===== config.mk =====
export PLATFORM = sky130hd
export DESIGN_NAME = rv_cache_bus_arb_flat
export DESIGN_NICKNAME = d
export VERILOG_FILES = /design/src/rtl/rv_cache_arb_pkg.sv /design/src/rtl/rv_cache_bus_arb_if.sv /design/src/rtl/rv_cache_bus_arb_rr2.sv /design/src/rtl/rv_cache_bus_arb.sv /design/src/flat_wrapper.sv
export SDC_FILE = /design/constraint.sdc
export NUM_CORES = 1
export LEC_CHECK = 0
export CORE_UTILIZATION = 37
export DETAILED_ROUTE_END_ITERATION = 12
export PLACE_DENSITY = 0.77
export SYNTH_ARGS = -nofsm -noshare
export SYNTH_HDL_FRONTEND = slang
export SYNTH_SLANG_ARGS = --single-unit

===== constraint.sdc =====
create_clock -name i_clk -period 1.8 [get_ports i_clk]
set_input_delay 0.27 -clock i_clk [delete_from_list [all_inputs] [get_ports i_clk]]
set_output_delay 0.27 -clock i_clk [all_outputs]
set_load 0.01 [all_outputs]

===== src/rtl/rv_cache_arb_pkg.sv =====
// rtl/rv_cache_arb_pkg.sv - shared types and constants for the cache bus arbiter
package rv_cache_arb_pkg;

    typedef enum logic [1:0] {IDLE, BUS_I, BUS_D, DONE} arb_state_t;
    typedef enum logic {PORT_INS, PORT_DAT} arb_port_t;

    localparam logic [3:0] WSEL_ALL = 4'hF;

endpackage


===== src/rtl/rv_cache_bus_arb_if.sv =====
// rtl/rv_cache_bus_arb_if.sv - cache-port and memory-bus signal bundle for rv_cache_bus_arb
interface rv_cache_bus_arb_if;

    logic        i_ins_read;
    logic [31:0] i_ins_addr;
    logic [31:0] o_ins_data;
    logic        o_ins_ack;
    logic        o_ins_err;

    logic        i_dat_read;
    logic        i_dat_write;
    logic [31:0] i_dat_addr;
    logic [3:0]  i_dat_wsel;
    logic [31:0] i_dat_wdata;
    logic [31:0] o_dat_data;
    logic        o_dat_ack;
    logic        o_dat_err;

    logic [31:0] o_bus_addr;
    logic        o_bus_read;
    logic        o_bus_write;
    logic [3:0]  o_bus_wsel;
    logic [31:0] o_bus_wdata;
    logic [31:0] i_bus_data;
    logic        i_bus_ack;

    modport slave (
        input  i_ins_read, i_ins_addr,
        output o_ins_data, o_ins_ack, o_ins_err,
        input  i_dat_read, i_dat_write, i_dat_addr, i_dat_wsel, i_dat_wdata,
        output o_dat_data, o_dat_ack, o_dat_err,
        output o_bus_addr, o_bus_read, o_bus_write, o_bus_wsel, o_bus_wdata,
        input  i_bus_data, i_bus_ack
    );

    modport master (
        output i_ins_read, i_ins_addr,
        input  o_ins_data, o_ins_ack, o_ins_err,
        output i_dat_read, i_dat_write, i_dat_addr, i_dat_wsel, i_dat_wdata,
        input  o_dat_data, o_dat_ack, o_dat_err,
        input  o_bus_addr, o_bus_read, o_bus_write, o_bus_wsel, o_bus_wdata,
        output i_bus_data, i_bus_ack
    );

endinterface


===== src/rtl/rv_cache_bus_arb_rr2.sv =====
// rtl/rv_cache_bus_arb_rr2.sv - combinational 2-way round-robin pick between instr and data ports
module rv_arb_rr2
    import rv_cache_arb_pkg::*;
(
    input  logic [1:0] req_i,
    input  arb_port_t  last_i,
    input  logic       prio_i,
    output arb_port_t  grant_o
);

    always_comb begin
        grant_o = last_i;
        case (req_i)
            2'b01:   grant_o = PORT_INS;
            2'b10:   grant_o = PORT_DAT;
            // tie: the port that did not win last time
            2'b11:   grant_o = (prio_i || last_i == PORT_INS) ? PORT_DAT : PORT_INS;
            default: grant_o = last_i;
        endcase
    end

endmodule


===== src/rtl/rv_cache_bus_arb.sv =====
// rtl/rv_cache_bus_arb.sv - shares one memory bus between instr and data cache ports
// Optional performance counters under RV_CACHE_ARB_PERF_EN.
module rv_cache_bus_arb
    import rv_cache_arb_pkg::*;
#(
    parameter int PRIO_DATA   = 1,
    parameter int TIMEOUT_BIT = 8
) (
    input  logic              i_clk,
    input  logic              i_reset_n,
    rv_cache_bus_arb_if.slave bus_if
`ifdef RV_CACHE_ARB_PERF_EN
    ,
    output logic [31:0]       o_perf_ins_grants,
    output logic [31:0]       o_perf_dat_grants,
    output logic [31:0]       o_perf_conflicts,
    output logic [31:0]       o_perf_timeouts
`endif
);

    // Last no-ack count before the timeout fires, giving 2**TIMEOUT_BIT-1 wait cycles.
    localparam logic [TIMEOUT_BIT-1:0] CNT_TMO = TIMEOUT_BIT'((2 ** TIMEOUT_BIT) - 2);

    arb_state_t             state_q, state_d;
    arb_port_t              last_q, last_d, grant;
    logic [TIMEOUT_BIT-1:0] cnt_q, cnt_d;
    logic [31:0]            addr_q, addr_d, wdata_q, wdata_d;
    logic [3:0]             wsel_q, wsel_d;
    logic                   rd_q, rd_d, wr_q, wr_d;
    logic                   ins_ack_q, ins_ack_d, ins_err_q, ins_err_d;
    logic                   dat_ack_q, dat_ack_d, dat_err_q, dat_err_d;
    logic [31:0]            ins_data_q, ins_data_d, dat_data_q, dat_data_d;
    logic [1:0]             req;
    logic                   tie_prio;
    logic                   timeout;

    assign req      = {bus_if.i_dat_read | bus_if.i_dat_write, bus_if.i_ins_read};
    assign tie_prio = (PRIO_DATA != 0) && (last_q == PORT_INS);

    rv_arb_rr2 u_rr2 (
        .req_i   (req),
        .last_i  (last_q),
        .prio_i  (tie_prio),
        .grant_o (grant)
    );

    always_comb begin
        state_d    = state_q;
        last_d     = last_q;
        cnt_d      = cnt_q;
        addr_d     = addr_q;
        wdata_d    = wdata_q;
        wsel_d     = wsel_q;
        rd_d       = rd_q;
        wr_d       = wr_q;
        ins_ack_d  = 1'b0;
        ins_err_d  = 1'b0;
        dat_ack_d  = 1'b0;
        dat_err_d  = 1'b0;
        ins_data_d = '0;
        dat_data_d = '0;
        timeout    = 1'b0;
        case (state_q)
            IDLE: begin
                if (req != 2'b00) begin
                    last_d = grant;
                    cnt_d  = '0;
                    if (grant == PORT_INS) begin
                        state_d = BUS_I;
                        addr_d  = bus_if.i_ins_addr;
                        rd_d    = 1'b1;
                        wr_d    = 1'b0;
                        wsel_d  = WSEL_ALL;
                        wdata_d = '0;
                    end else begin
                        state_d = BUS_D;
                        addr_d  = bus_if.i_dat_addr;
                        rd_d    = bus_if.i_dat_read;
                        wr_d    = bus_if.i_dat_write;
                        wsel_d  = bus_if.i_dat_write ? bus_if.i_dat_wsel : WSEL_ALL;
                        wdata_d = bus_if.i_dat_write ? bus_if.i_dat_wdata : '0;
                    end
                end
            end
            BUS_I, BUS_D: begin
                // ack beats a coincident timeout
                if (bus_if.i_bus_ack || cnt_q == CNT_TMO) begin
                    timeout = !bus_if.i_bus_ack;
                    state_d = DONE;
                    rd_d    = 1'b0;
                    wr_d    = 1'b0;
                    if (state_q == BUS_I) begin
                        ins_ack_d  = 1'b1;
                        ins_err_d  = timeout;
                        ins_data_d = timeout ? '0 : bus_if.i_bus_data;
                    end else begin
                        dat_ack_d  = 1'b1;
                        dat_err_d  = timeout;
                        dat_data_d = (timeout || wr_q) ? '0 : bus_if.i_bus_data;
                    end
                end else begin
                    cnt_d = cnt_q + TIMEOUT_BIT'(1);
                end
            end
            DONE:    state_d = IDLE;
            default: state_d = IDLE;
        endcase
    end

    always_ff @(posedge i_clk or negedge i_reset_n) begin
        if (!i_reset_n) begin
            state_q    <= IDLE;
            last_q     <= PORT_INS;
            cnt_q      <= '0;
            addr_q     <= '0;
            wdata_q    <= '0;
            wsel_q     <= '0;
            rd_q       <= 1'b0;
            wr_q       <= 1'b0;
            ins_ack_q  <= 1'b0;
            ins_err_q  <= 1'b0;
            dat_ack_q  <= 1'b0;
            dat_err_q  <= 1'b0;
            ins_data_q <= '0;
            dat_data_q <= '0;
        end else begin
            state_q    <= state_d;
            last_q     <= last_d;
            cnt_q      <= cnt_d;
            addr_q     <= addr_d;
            wdata_q    <= wdata_d;
            wsel_q     <= wsel_d;
            rd_q       <= rd_d;
            wr_q       <= wr_d;
            ins_ack_q  <= ins_ack_d;
            ins_err_q  <= ins_err_d;
            dat_ack_q  <= dat_ack_d;
            dat_err_q  <= dat_err_d;
            ins_data_q <= ins_data_d;
            dat_data_q <= dat_data_d;
        end
    end

    assign bus_if.o_bus_addr  = addr_q;
    assign bus_if.o_bus_read  = rd_q;
    assign bus_if.o_bus_write = wr_q;
    assign bus_if.o_bus_wsel  = wsel_q;
    assign bus_if.o_bus_wdata = wdata_q;
    assign bus_if.o_ins_ack   = ins_ack_q;
    assign bus_if.o_ins_err   = ins_err_q;
    assign bus_if.o_ins_data  = ins_data_q;
    assign bus_if.o_dat_ack   = dat_ack_q;
    assign bus_if.o_dat_err   = dat_err_q;
    assign bus_if.o_dat_data  = dat_data_q;

`ifdef RV_CACHE_ARB_PERF_EN
    logic [31:0] perf_ins_q, perf_dat_q, perf_conf_q, perf_tmo_q;

    always_ff @(posedge i_clk or negedge i_reset_n) begin
        if (!i_reset_n) begin
            perf_ins_q  <= '0;
            perf_dat_q  <= '0;
            perf_conf_q <= '0;
            perf_tmo_q  <= '0;
        end else begin
            if (state_q == IDLE && req != 2'b00) begin
                if (grant == PORT_INS) perf_ins_q <= perf_ins_q + 32'd1;
                else                   perf_dat_q <= perf_dat_q + 32'd1;
                if (req == 2'b11)      perf_conf_q <= perf_conf_q + 32'd1;
            end
            if (timeout) perf_tmo_q <= perf_tmo_q + 32'd1;
        end
    end

    assign o_perf_ins_grants = perf_ins_q;
    assign o_perf_dat_grants = perf_dat_q;
    assign o_perf_conflicts  = perf_conf_q;
    assign o_perf_timeouts   = perf_tmo_q;
`endif

endmodule


===== src/flat_wrapper.sv =====
// flat-port wrapper written by rule: the top's interface ports become plain ports
module rv_cache_bus_arb_flat import rv_cache_arb_pkg::*;
#(
    parameter int PRIO_DATA   = 1,
    parameter int TIMEOUT_BIT = 8
)
  (i_clk, i_reset_n, bus_if_i_ins_read, bus_if_i_ins_addr, bus_if_o_ins_data, bus_if_o_ins_ack, bus_if_o_ins_err, bus_if_i_dat_read, bus_if_i_dat_write, bus_if_i_dat_addr, bus_if_i_dat_wsel, bus_if_i_dat_wdata, bus_if_o_dat_data, bus_if_o_dat_ack, bus_if_o_dat_err, bus_if_o_bus_addr, bus_if_o_bus_read, bus_if_o_bus_write, bus_if_o_bus_wsel, bus_if_o_bus_wdata, bus_if_i_bus_data, bus_if_i_bus_ack);
  rv_cache_bus_arb_if bus_if_i ();
  input  logic i_clk;
  input  logic i_reset_n;
  input wire logic [$bits(bus_if_i.i_ins_read)-1:0] bus_if_i_ins_read;
  input wire logic [$bits(bus_if_i.i_ins_addr)-1:0] bus_if_i_ins_addr;
  output wire logic [$bits(bus_if_i.o_ins_data)-1:0] bus_if_o_ins_data;
  output wire logic [$bits(bus_if_i.o_ins_ack)-1:0] bus_if_o_ins_ack;
  output wire logic [$bits(bus_if_i.o_ins_err)-1:0] bus_if_o_ins_err;
  input wire logic [$bits(bus_if_i.i_dat_read)-1:0] bus_if_i_dat_read;
  input wire logic [$bits(bus_if_i.i_dat_write)-1:0] bus_if_i_dat_write;
  input wire logic [$bits(bus_if_i.i_dat_addr)-1:0] bus_if_i_dat_addr;
  input wire logic [$bits(bus_if_i.i_dat_wsel)-1:0] bus_if_i_dat_wsel;
  input wire logic [$bits(bus_if_i.i_dat_wdata)-1:0] bus_if_i_dat_wdata;
  output wire logic [$bits(bus_if_i.o_dat_data)-1:0] bus_if_o_dat_data;
  output wire logic [$bits(bus_if_i.o_dat_ack)-1:0] bus_if_o_dat_ack;
  output wire logic [$bits(bus_if_i.o_dat_err)-1:0] bus_if_o_dat_err;
  output wire logic [$bits(bus_if_i.o_bus_addr)-1:0] bus_if_o_bus_addr;
  output wire logic [$bits(bus_if_i.o_bus_read)-1:0] bus_if_o_bus_read;
  output wire logic [$bits(bus_if_i.o_bus_write)-1:0] bus_if_o_bus_write;
  output wire logic [$bits(bus_if_i.o_bus_wsel)-1:0] bus_if_o_bus_wsel;
  output wire logic [$bits(bus_if_i.o_bus_wdata)-1:0] bus_if_o_bus_wdata;
  input wire logic [$bits(bus_if_i.i_bus_data)-1:0] bus_if_i_bus_data;
  input wire logic [$bits(bus_if_i.i_bus_ack)-1:0] bus_if_i_bus_ack;
  assign bus_if_i.i_ins_read = bus_if_i_ins_read;
  assign bus_if_i.i_ins_addr = bus_if_i_ins_addr;
  assign bus_if_o_ins_data = bus_if_i.o_ins_data;
  assign bus_if_o_ins_ack = bus_if_i.o_ins_ack;
  assign bus_if_o_ins_err = bus_if_i.o_ins_err;
  assign bus_if_i.i_dat_read = bus_if_i_dat_read;
  assign bus_if_i.i_dat_write = bus_if_i_dat_write;
  assign bus_if_i.i_dat_addr = bus_if_i_dat_addr;
  assign bus_if_i.i_dat_wsel = bus_if_i_dat_wsel;
  assign bus_if_i.i_dat_wdata = bus_if_i_dat_wdata;
  assign bus_if_o_dat_data = bus_if_i.o_dat_data;
  assign bus_if_o_dat_ack = bus_if_i.o_dat_ack;
  assign bus_if_o_dat_err = bus_if_i.o_dat_err;
  assign bus_if_o_bus_addr = bus_if_i.o_bus_addr;
  assign bus_if_o_bus_read = bus_if_i.o_bus_read;
  assign bus_if_o_bus_write = bus_if_i.o_bus_write;
  assign bus_if_o_bus_wsel = bus_if_i.o_bus_wsel;
  assign bus_if_o_bus_wdata = bus_if_i.o_bus_wdata;
  assign bus_if_i.i_bus_data = bus_if_i_bus_data;
  assign bus_if_i.i_bus_ack = bus_if_i_bus_ack;
  rv_cache_bus_arb #(.PRIO_DATA(PRIO_DATA), .TIMEOUT_BIT(TIMEOUT_BIT)) u_core (.i_clk(i_clk), .i_reset_n(i_reset_n), .bus_if(bus_if_i));
endmodule

==> results by group, run 1 <==
Run status
  • Status: completed

STA
  • Worst Skew: around 0.0081 ns
  • Setup TNS: 0 ns
  • Final Hold Vio Count: 0
  • Final count of pins violating max slew: 0
  • Max Fclk: 0.578 GHz
  • Final setup violation count: 0
  • RSZ-0062 raised after global routing: false
  • Slew at the pin with the worst max-slew slack: about 0.45 ns
  • Relative slew slack: about 70%
  • Fin crit period: approximately 1.7 ns
  • Tcrit/Tclk final: a little over nine tenths
  • Hold Slack: about 0.35 ns

Placement
  • Cell Area, Placed: between 8000 and 9000 µm²
  • Cells after DPL: between 900 and 1000
  • DPL Wire Length: 11.5 mm
  • Gpl congestion: about 0.77
  • Port Buf Inserts: around 280

GRT
  • Number of global-route vias before repair: slightly below 5000
  • Total gr overflow: 0
  • Pin count of the biggest net entering global routing: 77
  • First-pass GRT wire length: 24.8 mm
  • Global Route Usage Sum: between 20% and 30%
  • Initial antenna violation count: 0

Setup path
  • Setup crit end kind: flop
  • CP Data Arrival Time: between 2 and 2.5 ns
  • Crit Path Class: reg2reg
  • CP Launch Type: flop
  • Crit Path Max Fanout: 5
  • WP data required: approximately 2.1 ns

Yosys
  • Yosys warns: 0
  • Async SR Flop Fraction: 100%
  • Netlist cell types: 46
  • Mapped Nets: roughly 610
  • Synth Instances: 468
  • EDFF count, synth: 0
  • Seq/Total Area, Yosys: ~64%
  • Ys flop type: dfrtp_1
  • Post-synth top area share: 64.5%
  • #FFs+latches synth: about 150
  • Mapped Avg Cell Area: 12.4 µm²
  • Synth top area cells: dfrtp_1 64%, and2_1 6.9%, mux2i_1 5.5%, a22o_1 4.8%, nand2_1 3.3%
  • Post-synth top area cell: dfrtp_1
  • Netlist Area Pre-Place: 5780 µm²

Power and ir drop
  • Total power: approximately 14000 µW
  • Leakage: 0.00429 µW
  • PD cells: around 1500 nW/µm²
  • Peak VDD IR: approximately 850 µV

Final layout
  • Final Cell Area: 9590 µm²
  • # fillers: ~1200
  • Non-Filler Instances: between 900 and 1000
  • Ant diodes: 0
  • Final #Nets: about 910
  • Share of cells above drive strength 1: under 10%
  • Area delta synth->final: 65.9%

Routing
  • Via count: 4644
  • Via-to-Cell Ratio: ~4.8
  • Routed Antenna Nets: 0
  • DR iter-0 viols: 131
  • WL/cell: approximately 16 µm
  • Final WL: roughly 16 mm
  • DRT Pass-1 Iters: 4
  • Drt drc: 0

Clock network
  • Clk buf depth: 2
  • Clock buffer count from CTS: 17
  • CTS tree: done
  • Reg clk slew, reported paths: roughly 0.060 ns
  • Clk_lat worst skew: 0.42 ns
  • Clock root cell: clkbuf_16
  • H-tree level count: 4
  • Clk sink count: 149

Floorplan
  • IO Pins: ~280
  • Die Y: roughly 130 µm
  • Core Area: between 15000 and 20000 µm²
  • Initial core utilization: 38.0%
  • DIE WIDTH: around 130 µm
  • Die area: 16100 µm²
  • Floorplan row count: between 40 and 50

Run
  • MaxCap Viol Count: 0

Hold path
  • Worst hold path class: in2async
registers in the layout, summed over array words and instances (netlist names):
signal                     count
u_core.bus_if.o_bus_addr      32
u_core.bus_if.o_bus_wdata     32
u_core.bus_if.o_dat_data      32
u_core.bus_if.o_ins_data      32
u_core.cnt_q                   8
u_core.bus_if.o_bus_wsel       4
u_core.state_q                 2
u_core.bus_if.o_bus_read       1
u_core.bus_if.o_bus_write      1
u_core.bus_if.o_dat_ack        1
u_core.bus_if.o_dat_err        1
u_core.bus_if.o_ins_ack        1
u_core.bus_if.o_ins_err        1
u_core.last_q                  1
worst paths after layout:
| kind | start | to | slack (ns) | cells past startpoint |
|---|---|---|---|---|
| setup / recovery | u_core.state_q[0] | u_core.cnt_q[2] | 0.07 | 6 |
| hold / removal | i_reset_n | u_core.bus_if.o_dat_data[29] | 0.35 | 2 |
| setup reg to reg | u_core.state_q[0] | u_core.cnt_q[2] | 0.07 | 6 |
| hold reg to reg | u_core.bus_if.o_bus_addr[19] | u_core.bus_if.o_bus_addr[19] | 0.47 | 2 |
| max in group asynchronous | i_reset_n | u_core.bus_if.o_bus_wdata[2] | 0.91 | 3 |
| min in group i_clk | bus_if_i_bus_data[19] | u_core.bus_if.o_ins_data[19] | 0.42 | 2 |
area by class of cell:
class | count | area [µm²] | area share, %
multi-input cells | 284 | 1920 | 20.0
repair buffers | 303 | 3080 | 32.1
clock inverters | 13 | 174 | 1.81
flip-flops and latches | 149 | 3730 | 38.9
clock buffers | 19 | 433 | 4.51
inverters | 6 | 22.5 | 0.235
well taps | 188 | 235 | 2.45
synthesized netlist by cell type (2+ instances only):
library cell / count
dfrtp_1: 149
and2_1: 64
nand2_1: 51
o21ai_0: 34
a22o_1: 32
mux2i_1: 32
clkbuf_1: 13
buf_2: 9
nor2_1: 7
a21oi_1: 6
ha_1: 6
inv_1: 6
o21ai_1: 6
buf_4: 5
and3_1: 4
nand3_1: 4
nand4b_1: 4
nor3_1: 4
o211ai_1: 3
a21o_2: 2
o31ai_1: 2
where the power goes:
part	internal (µW)	switching [µW]	total [µW]
registers	4370	500	4870
clock network	2210	1420	3620
logic	3180	2620	5800
metrics by stage:
step / setup slack, ns / utilization, %
after floorplan: 0.112 / -
after global placement: -0.117 / 58.9
after detailed placement: -0.208 / 58.9
after CTS: 0.0389 / 63.0
after global routing: 0.00227 / 63.1
final: 0.0700 / 63.1
layout by cell type (no fill, tap or decap), drive strengths merged, types with 2 or more instances in the layout:
| cell type | Yosys | layout |
|---|---|---|
| or2 | 2 | 2 |
| o211ai | 3 | 3 |
| buf | 16 | 28 |
| clkinvlp | 0 | 4 |
| and2 | 64 | 64 |
| o31ai | 3 | 3 |
| nor3 | 4 | 4 |
| nand3 | 4 | 4 |
| nor2 | 7 | 7 |
| dfrtp | 149 | 149 |
| mux2i | 32 | 32 |
| a21o | 3 | 3 |
| clkbuf | 13 | 19 |
| ha | 6 | 6 |
| a21oi | 6 | 6 |
| clkdlybuf4s50 | 0 | 274 |
| o21ai | 40 | 40 |
| bufinv | 0 | 3 |
| a22o | 33 | 33 |
| inv | 6 | 10 |
| and3 | 4 | 4 |
| nand2 | 51 | 51 |
| clkinv | 0 | 2 |
| nand4b | 4 | 4 |
layer usage:
| metal | wire (µm) | global-route usage, % | vias to the layer above |
|---|---|---|---|
| met5 | 0 | 0 | - |
| met4 | 330 | 8.47 | 0 |
| met3 | 1860 | 10.4 | 25 |
| met2 | 7780 | 34.6 | 205 |
| met1 | 5780 | 20.7 | 2211 |
| li1 | - | - | 2203 |
logic make-up (layout without fill, tap and decap cells):
kind of cell    after synthesis  in the layout  synth area share [%]
fa+ha+maj                     6              6                  1.30
compound gates               97             97                  11.7
buf+inv                      35            341                  2.92
flops                       149            149                  64.5
simple gates                149            149                  14.1
mux                          32             32                  5.54
critical path, stage by stage (launching register included):
cell and delay (ns):
dfrtp_1 0.37, inv_1 0.08, ha_1 0.23, nor4b_4 0.14
or2_1 0.27, buf_4 0.18, a221o_1 0.35
repair_timing:
action / in CTS / in global routing
setup buffers: 0 / 1
resized for setup: 0 / 3
setup endpoints to repair: 0 / 9
endpoints found under the hold margin: 42 / 0
hold buffers: 1 / 0
Power figures use the tool's default switching activity.
==> run 2: changes to the inputs <==
--- a/config.mk
+++ b/config.mk
@@ -11,3 +11,4 @@
 export SYNTH_ARGS = -nofsm -noshare
 export SYNTH_HDL_FRONTEND = slang
 export SYNTH_SLANG_ARGS = --single-unit
+export TNS_END_PERCENT = 100
==> results of run 2 <==
No change in the layout: final DEF, timing and power equal those of run 1.
